File: config.mk
export PLATFORM = sky130hd
export DESIGN_NAME = serial_frame_rx
export DESIGN_NICKNAME = d
export VERILOG_FILES = /design/src/rtl/sfrx_pkg.sv /design/src/rtl/sfrx_bit_timer.sv /design/src/rtl/serial_frame_rx.sv
export SDC_FILE = /design/constraint.sdc
export NUM_CORES = 1
export LEC_CHECK = 0
export CAP_MARGIN = 15
export CORE_MARGIN = 5
export CORE_UTILIZATION = 40
export DETAILED_ROUTE_END_ITERATION = 12
export PLACE_DENSITY_LB_ADDON = 0.25
export SYNTH_ARGS = -nofsm -noshare
export SYNTH_HDL_FRONTEND = slang
export SYNTH_SLANG_ARGS = --single-unit
File: constraint.sdc
create_clock -name clk -period 2.07 [get_ports clk]
set_clock_uncertainty 0.05 [all_clocks]
set_input_delay 0.621 -clock clk [delete_from_list [all_inputs] [get_ports clk]]
set_output_delay 0.621 -clock clk [all_outputs]
set_load 0.05 [all_outputs]
File: src/rtl/sfrx_pkg.sv
// sfrx_pkg: shared states, defaults and counter width helper for serial_frame_rx.
// The PARITY state exists only when SFRX_PARITY_EN is defined.
package sfrx_pkg;
    localparam int SFRX_DATA_W = 8;
    localparam int SFRX_CLKS_PER_BIT = 4;
`ifdef SFRX_PARITY_EN
    typedef enum logic [2:0] {IDLE, START, DATA, PARITY, STOP, WAIT_IDLE} sfrx_state_e;
`else
    typedef enum logic [2:0] {IDLE, START, DATA, STOP, WAIT_IDLE} sfrx_state_e;
`endif
    function automatic int sfrx_cnt_w(input int clks_per_bit);
        return $clog2(clks_per_bit);
    endfunction
endpackage

File: src/rtl/sfrx_bit_timer.sv
// sfrx_bit_timer: bit-period cycle counter with mid-bit and end-of-bit ticks.
module sfrx_bit_timer
    import sfrx_pkg::*;
#(
    parameter int CLKS_PER_BIT = SFRX_CLKS_PER_BIT
) (
    input  logic clk,
    input  logic rst_n,
    input  logic restart,
    output logic half_tick,
    output logic full_tick
);
    localparam int CW = sfrx_cnt_w(CLKS_PER_BIT);
    localparam int HALF = CLKS_PER_BIT / 2;

    logic [CW-1:0] cnt;

    always_ff @(posedge clk or negedge rst_n)
        if (!rst_n)
            cnt <= '0;
        else
            cnt <= (restart || full_tick) ? '0 : cnt + CW'(1);

    assign half_tick = cnt == CW'(HALF - 1);
    assign full_tick = cnt == CW'(CLKS_PER_BIT - 1);
endmodule

File: src/rtl/serial_frame_rx.sv
// serial_frame_rx: start/data/stop serial receiver with a one-entry valid/ready buffer.
// Define SFRX_PARITY_EN to add an even-parity bit after the data bits.
module serial_frame_rx
    import sfrx_pkg::*;
#(
    parameter int DATA_W       = SFRX_DATA_W,
    parameter int CLKS_PER_BIT = SFRX_CLKS_PER_BIT
) (
    input  logic              clk,
    input  logic              rst_n,
    input  logic              in,
    output logic [DATA_W-1:0] out_data,
    output logic              out_valid,
    input  logic              out_ready,
    output logic              busy,
    output logic              frame_err,
    output logic              overrun,
    output logic              parity_err
);
    localparam int BW = $clog2(DATA_W + 1);

    sfrx_state_e       state;
    logic [BW-1:0]     bit_idx;
    logic [DATA_W-1:0] shreg;
    logic              half_tick, full_tick, restart, good;

    // Holding the counter at zero in IDLE makes the start edge E0 the timing origin.
    assign restart = state == IDLE || (state == START && half_tick);
    assign busy = state != IDLE;

    sfrx_bit_timer #(.CLKS_PER_BIT(CLKS_PER_BIT)) u_timer (
        .clk      (clk),
        .rst_n    (rst_n),
        .restart  (restart),
        .half_tick(half_tick),
        .full_tick(full_tick)
    );

`ifdef SFRX_PARITY_EN
    logic par, par_bad;
    assign good = !par_bad;
`else
    assign good = 1'b1;
    assign parity_err = 1'b0;
`endif

    always_ff @(posedge clk or negedge rst_n)
        if (!rst_n) begin
            state     <= IDLE;
            bit_idx   <= '0;
            shreg     <= '0;
            out_data  <= '0;
            out_valid <= 1'b0;
            frame_err <= 1'b0;
            overrun   <= 1'b0;
`ifdef SFRX_PARITY_EN
            par        <= 1'b0;
            par_bad    <= 1'b0;
            parity_err <= 1'b0;
`endif
        end else begin
            frame_err <= 1'b0;
            overrun   <= 1'b0;
`ifdef SFRX_PARITY_EN
            parity_err <= 1'b0;
`endif
            if (out_valid && out_ready)
                out_valid <= 1'b0;
            case (state)
                IDLE: if (!in) state <= START;
                START: if (half_tick) begin
                    state   <= in ? IDLE : DATA;
                    bit_idx <= '0;
`ifdef SFRX_PARITY_EN
                    par     <= 1'b0;
                    par_bad <= 1'b0;
`endif
                end
                DATA: if (full_tick) begin
                    shreg   <= (shreg >> 1) | (DATA_W'(in) << (DATA_W - 1));
                    bit_idx <= bit_idx + BW'(1);
`ifdef SFRX_PARITY_EN
                    par <= par ^ in;
                    if (bit_idx == BW'(DATA_W - 1)) state <= PARITY;
`else
                    if (bit_idx == BW'(DATA_W - 1)) state <= STOP;
`endif
                end
`ifdef SFRX_PARITY_EN
                PARITY: if (full_tick) begin
                    parity_err <= par ^ in;
                    par_bad    <= par ^ in;
                    state      <= STOP;
                end
`endif
                STOP: if (full_tick) begin
                    state     <= in ? IDLE : WAIT_IDLE;
                    frame_err <= !in;
                    // A full buffer that is not being drained this edge keeps its word.
                    if (in && good) begin
                        if (!out_valid || out_ready) begin
                            out_data  <= shreg;
                            out_valid <= 1'b1;
                        end else
                            overrun <= 1'b1;
                    end
                end
                WAIT_IDLE: if (in) state <= IDLE;
                default: state <= IDLE;
            endcase
        end
endmodule

==> results of run 1 <==
Yosys cell counts:
master / count
dfrtp_1: 28
mux2_2: 16
inv_1: 6
nand2_1: 5
nor2_1: 5
buf_4: 4
ha_1: 4
a21oi_1: 3
nor3_1: 3
buf_6: 2
mux2_4: 2
nand2b_1: 2
nand4_1: 2
o31ai_1: 2
xor2_1: 2
a2111oi_2: 1
a211oi_1: 1
a21o_1: 1
a2bb2oi_1: 1
and2_1: 1
and3_4: 1
and4bb_4: 1
conb_1: 1
nand3b_1: 1
nand3b_4: 1
nor2b_1: 1
nor2b_2: 1
nor3b_1: 1
nor3b_2: 1
o211ai_1: 1
o21ai_1: 1
o22ai_1: 1
or3_2: 1
or3b_1: 1
xnor2_1: 1
routing by layer:
metal / vias up / share of wire (%) / global-route usage, %
li1: 408 / - / -
met1: 408 / 45 / 14.67
met2: 14 / 48 / 18.05
met3: 4 / 5.5 / 3.120
met4: 0 / 1.6 / 4.467
met5: - / 0 / 0
where the power goes:
part | switching, mW | leakage [nW] | internal, mW
combinational | 0.358 | 0.398 | 0.337
clock | 0.167 | 0.0279 | 0.196
sequential | 0.0549 | 0.382 | 0.622
final timing paths:
path,startpoint,endpoint
worst max-delay path,state[1]$_DFFE_PN0P_,busy
worst min-delay path,out_data[1]$_DFFE_PN0P_,out_data[1]$_DFFE_PN0P_
worst max register to register,u_timer.cnt[0]$_DFF_PN0_,out_data[6]$_DFFE_PN0P_
worst min register to register,out_data[1]$_DFFE_PN0P_,out_data[1]$_DFFE_PN0P_
max in group asynchronous,rst_n,state[2]$_DFFE_PN0P_
min in group asynchronous,rst_n,bit_idx[2]$_DFFE_PN0P_
flip-flops by register name, indices dropped and copies added, names as in the netlist:
register and cells:
u_timer.cnt 2, frame_err 1, out_data 8, overrun 1
bit_idx 4, state 3, shreg 8, out_valid 1
final cells by class:
cell class	count	area [um2]	share of cell area, %
clock inverters	1	30.03	1.875
flip-flops and latches	28	701.9	43.83
clock buffers	3	22.52	1.406
well taps	46	57.56	3.594
inverters	6	22.52	1.406
multi-input cells	66	571.8	35.70
repair buffers	24	195.2	12.19
through the flow:
step | hold slack, ns | total power [mW] | utilization, %
final | 0.4760 | 1.735 | 48.76
after global routing | 0.4983 | 1.833 | 48.76
after CTS | 0.4807 | 1.745 | 48.76
after detailed placement | 0.4475 | 1.332 | 46.32
after global placement | 0.4375 | 1.312 | 46.32
after floorplan | 0.2754 | 1.203 | -
cells by family (layout without fill, tap and decap cells):
group / Yosys count / after routing / share of synthesized area (%)
AOI/OAI and AO/OA: 12 / 12 / 6.517
and+or+nand+nor: 28 / 28 / 14.15
adders and majority gates: 4 / 4 / 3.725
DFF: 28 / 28 / 52.14
xor gates and xnor gates: 3 / 3 / 1.956
buffers and inverters: 12 / 34 / 5.586
muxes: 18 / 18 / 15.64
other: 1 / 1 / 0.2791
what timing repair did:
| item | 4_1_cts | 5_1_grt |
|---|---|---|
| gates resized for setup | 4 | 0 |
| setup endpoints to repair | 1 | 0 |
| buffers inserted | 2 | 0 |
| hold buffers | 0 | 0 |
==> impl_metrics.ini, run 1 <==
[drt]
dr.pass1.iters = 4
viasPerCell = 4.793
remaining_drc_errors = 0
drtIter0Drc = 40
routed_wl_um = 2349
wl_per_cell_um = 13.50
dr_total_vias = 834
ant_nets = 0

[placed_design]
place_area_um2 = 1521
dp_slack_ns = -0.09161
gp_congestion = 0.8122
hpwl_um = 1667
dp.cells = 168
portBuffers = 15

[global_route]
antenna_found_initial = 0
grt_pass1_wl_um = 3960
grt_max_degree = 29
grt-ovfl-total = 0
grt_pass1_vias = 858
grtUsageTotal_pct = 11.38

[critical_path]
worst-path-stages = 2
crit_path_start_kind = register
cp-end-kind = primary output
slowest_delay_ns = 0.42
worstPathRequired_ns = 1.40
r2r.worst_path.cells = 5
crit_family = flip-flops
crit_slowest_cell = dfrtp_1
crit_chain = or3_4, buf_8
crit_buf_inv = 1
crit_fanout = 2
crit_arrival_ns = 1.32
critical_path_class = register to primary output
rrSetupSlack_ns = 0.31

[floorplan]
initial_core_util_pct = 40.91
io_pins = 17
dieArea_um2 = 4619
core_area_um2 = 3284
die_w_um = 67.96
placementRows = 21
die_y_um = 67.96

[cts]
clk_pin_slew_ns = 0.16
cts_sinks = 28
clk_path_buf_depth = 2
cts_tree = yes
clk_latency_ns = 0.34
root_buffer = clkbuf_4
cts_made_buffers = 3
ctsHtreeMaxLevel = 1

[timing]
worst_slack_ns = 0.08300
fin_crit_sh_pct = 95.99
clock.fmax_ghz = 0.5033
slew_violations = 0
rsz0062_at_grt = false
setup_viol = 0
fin_setup_tns_ns = 0
hold_violations = 0
period_needed_ns = 1.987

[logic_synthesis]
yosysWarnings = 0
yosys.area.top_type = dfrtp_1
synth_cells = 106
synth_top_area_share_pct = 52.14
yosys-top-cells-area = dfrtp_1, mux2_2, ha_1, buf_4, mux2_4
synth_seq_cells = 28
avgSynthCellArea_um2 = 12.68
netlist_area_um2 = 1344
ys_seq_area_share_pct = 52.14
synthDistinctLibCells = 35
syn-num-nets = 114

[layout]
n_antenna_cell = 0
mostFrequentLayoutCells = dfrtp_1, buf_4, mux2_2, inv_1
final_common_cell = dfrtp_1
layout.nets = 137
drive_gt1_share_pct = 39.84
stdcell_count = 174
syn_to_final_growth_pct = 19.18
fill_cells = 294
fin_area_um2 = 1602

[hold_path]
min_delay_path_depth = 1
min_path_type = register to register

[run]
drv_cap = 0

[pwr]
powerDensity_nw_per_um2 = 1083
p_leak_nw = 0.8072
ir_drop_v = 0.0004166

[outcome]
status = completed
Note: power is estimated with default switching activity, not from simulation.
==> run 2: changes to the inputs <==
CORE_MARGIN = not set   (was 5)
==> run 2 against run 1 <==
- count of clock-buffer cells in the layout stayed put
- core utilization is 2.3 points higher
- sequential share of layout area hardly changed
- global-route usage is 3.1 points higher
- fmax is 0.98% higher
- critical path depth stayed put
- combinational power hardly changed
- critical endpoint unchanged
- sequential power is 0.6% lower
==> impl_metrics.ini, run 2 (synthesized netlist as in run 1, its figures left out) <==
[outcome]
status = completed

[layout]
reg.largest.list = out_data x8, shreg x8, bit_idx x4
final_common_cell = dfrtp_1
syn_to_final_growth_pct = 18.90
layout.nets = 137
mostFrequentLayoutCells = dfrtp_1, buf_4, mux2_2, inv_1
stdcell_count = 172
n_antenna_cell = 0
drive_gt1_share_pct = 39.06

[timing]
fin_setup_tns_ns = 0
setup_viol = 0
clock.fmax_ghz = 0.5082
rsz0062_at_grt = false
timing.hold.ws_ns = 0.4681
period_needed_ns = 1.968
hold_violations = 0
slew_violations = 0
fin_crit_sh_pct = 95.06

[placed_design]
gp_congestion = 0.7789
portBuffers = 15
dp.cells = 166
hpwl_um = 1582

[floorplan]
placementRows = 20
io_pins = 17
die_w_um = 59.96
core_area_um2 = 3128
initial_core_util_pct = 42.96
dieArea_um2 = 3595
die_y_um = 59.96

[drt]
remaining_drc_errors = 0
dr.pass1.iters = 4
routed_wl_um = 2194
drtIter0Drc = 36
wl_per_cell_um = 12.76
dr_total_vias = 843
ant_nets = 0
viasPerCell = 4.901

[pwr]
total_power_mw = 1.726
p_clk_share_pct = 20.9
cell_internal_pwr_mw = 1.154
switching_share_pct = 33.14
netSwitchingPower_mw = 0.5719
powerDensity_nw_per_um2 = 1080
ir_drop_v = 0.0004476
seqPwrFrac_pct = 39.0
pwr-share-comb_pct = 40.1
p_leak_nw = 0.8087

[cts]
cts_tree = yes
cts_made_buffers = 3
cts_sinks = 28
root_buffer = clkbuf_4
ctsHtreeMaxLevel = 1
clk_latency_ns = 0.33
clk_path_buf_depth = 2
clk_pin_slew_ns = 0.15

[critical_path]
crit_family = flip-flops
r2r_end = state[1]$_DFFE_PN0P_
crit_fanout = 2
r2r_start = state[2]$_DFFE_PN0P_
rrSetupSlack_ns = 0.29
slowest_delay_ns = 0.42
crit_chain = or3_4, buf_8
crit_path_start_kind = register
critical_path_class = register to primary output
crit_slowest_cell = dfrtp_1
r2r.worst_path.cells = 6
crit_arrival_ns = 1.30
worstPathRequired_ns = 1.40
crit_buf_inv = 1
cp-end-kind = primary output

[global_route]
grt_pass1_vias = 861
antenna_found_initial = 0
grt_pass1_wl_um = 3795
grt-ovfl-total = 0
grtUsageTotal_pct = 14.44
grt_max_degree = 29

[run]
drv_cap = 0

[hold_path]
hp-start = u_timer.cnt[0]$_DFF_PN0_
hold_path_end = u_timer.cnt[0]$_DFF_PN0_
min_delay_path_depth = 1
min_path_type = register to register
run 2: changes by cell type in the layout (fill, tap and decap cells not counted):
cell / before / now
dfrtp_1: 27 / 28
dfrtp_2: 1 / 0
run 2: final cells by class:
type,count,area [um2]
inverters,6,22.52
repair buffers,24,195.2
flip-flops and latches,28,700.7
multi-input cells,66,571.8
clock inverters,1,30.03
clock buffers,3,22.52
fillers,286,1530
well taps,44,55.05
run 2: through the flow:
stage	setup WS [ns]	instance area, um2	util [%]
floorplan	0.2166	1344	-
global placement	-0.06091	1519	48.56
detailed placement	-0.08225	1519	48.56
CTS	0.09142	1598	51.08
global route	0.06104	1598	51.08
finish	0.1022	1598	51.08
run 2: metal layers:
layer | track usage (%) | vias up | part of all wire [%]
met4 | 7.973 | 0 | 1.2
li1 | - | 410 | -
met3 | 2.165 | 2 | 2.4
met1 | 18.76 | 419 | 49
met5 | 0 | - | 0
met2 | 23.02 | 12 | 47
run 2: worst max path at each step:
| stage | start | to | slack (ns) | depth (start not counted) |
|---|---|---|---|---|
| finish | state[1]$_DFFE_PN0P_ | busy | 0.10 | 2 |
| CTS | state[1]$_DFFE_PN0P_ | busy | 0.09 | 2 |
| detailed placement | in | out_data[6]$_DFFE_PN0P_ | -0.08 | 5 |
| global placement | in | state[1]$_DFFE_PN0P_ | -0.06 | 5 |
| floorplan | state[1]$_DFFE_PN0P_ | busy | 0.22 | 2 |
| global route | state[1]$_DFFE_PN0P_ | busy | 0.06 | 2 |
run 2: timing repair:
item	in CTS	in global routing
setup endpoints to repair	1	0
hold buffers	0	0
gates resized for setup	3	0
buffers inserted	2	0
run 2: power groups by stage:
stage	Sequential [mW]	Combinational [mW]	Clock, mW
6_report	0.673	0.693	0.360
3_3_place_gp	0.690	0.604	0
5_1_grt	0.687	0.752	0.391
3_5_place_dp	0.693	0.619	0
2_1_floorplan	0.711	0.492	0
4_1_cts	0.673	0.695	0.371
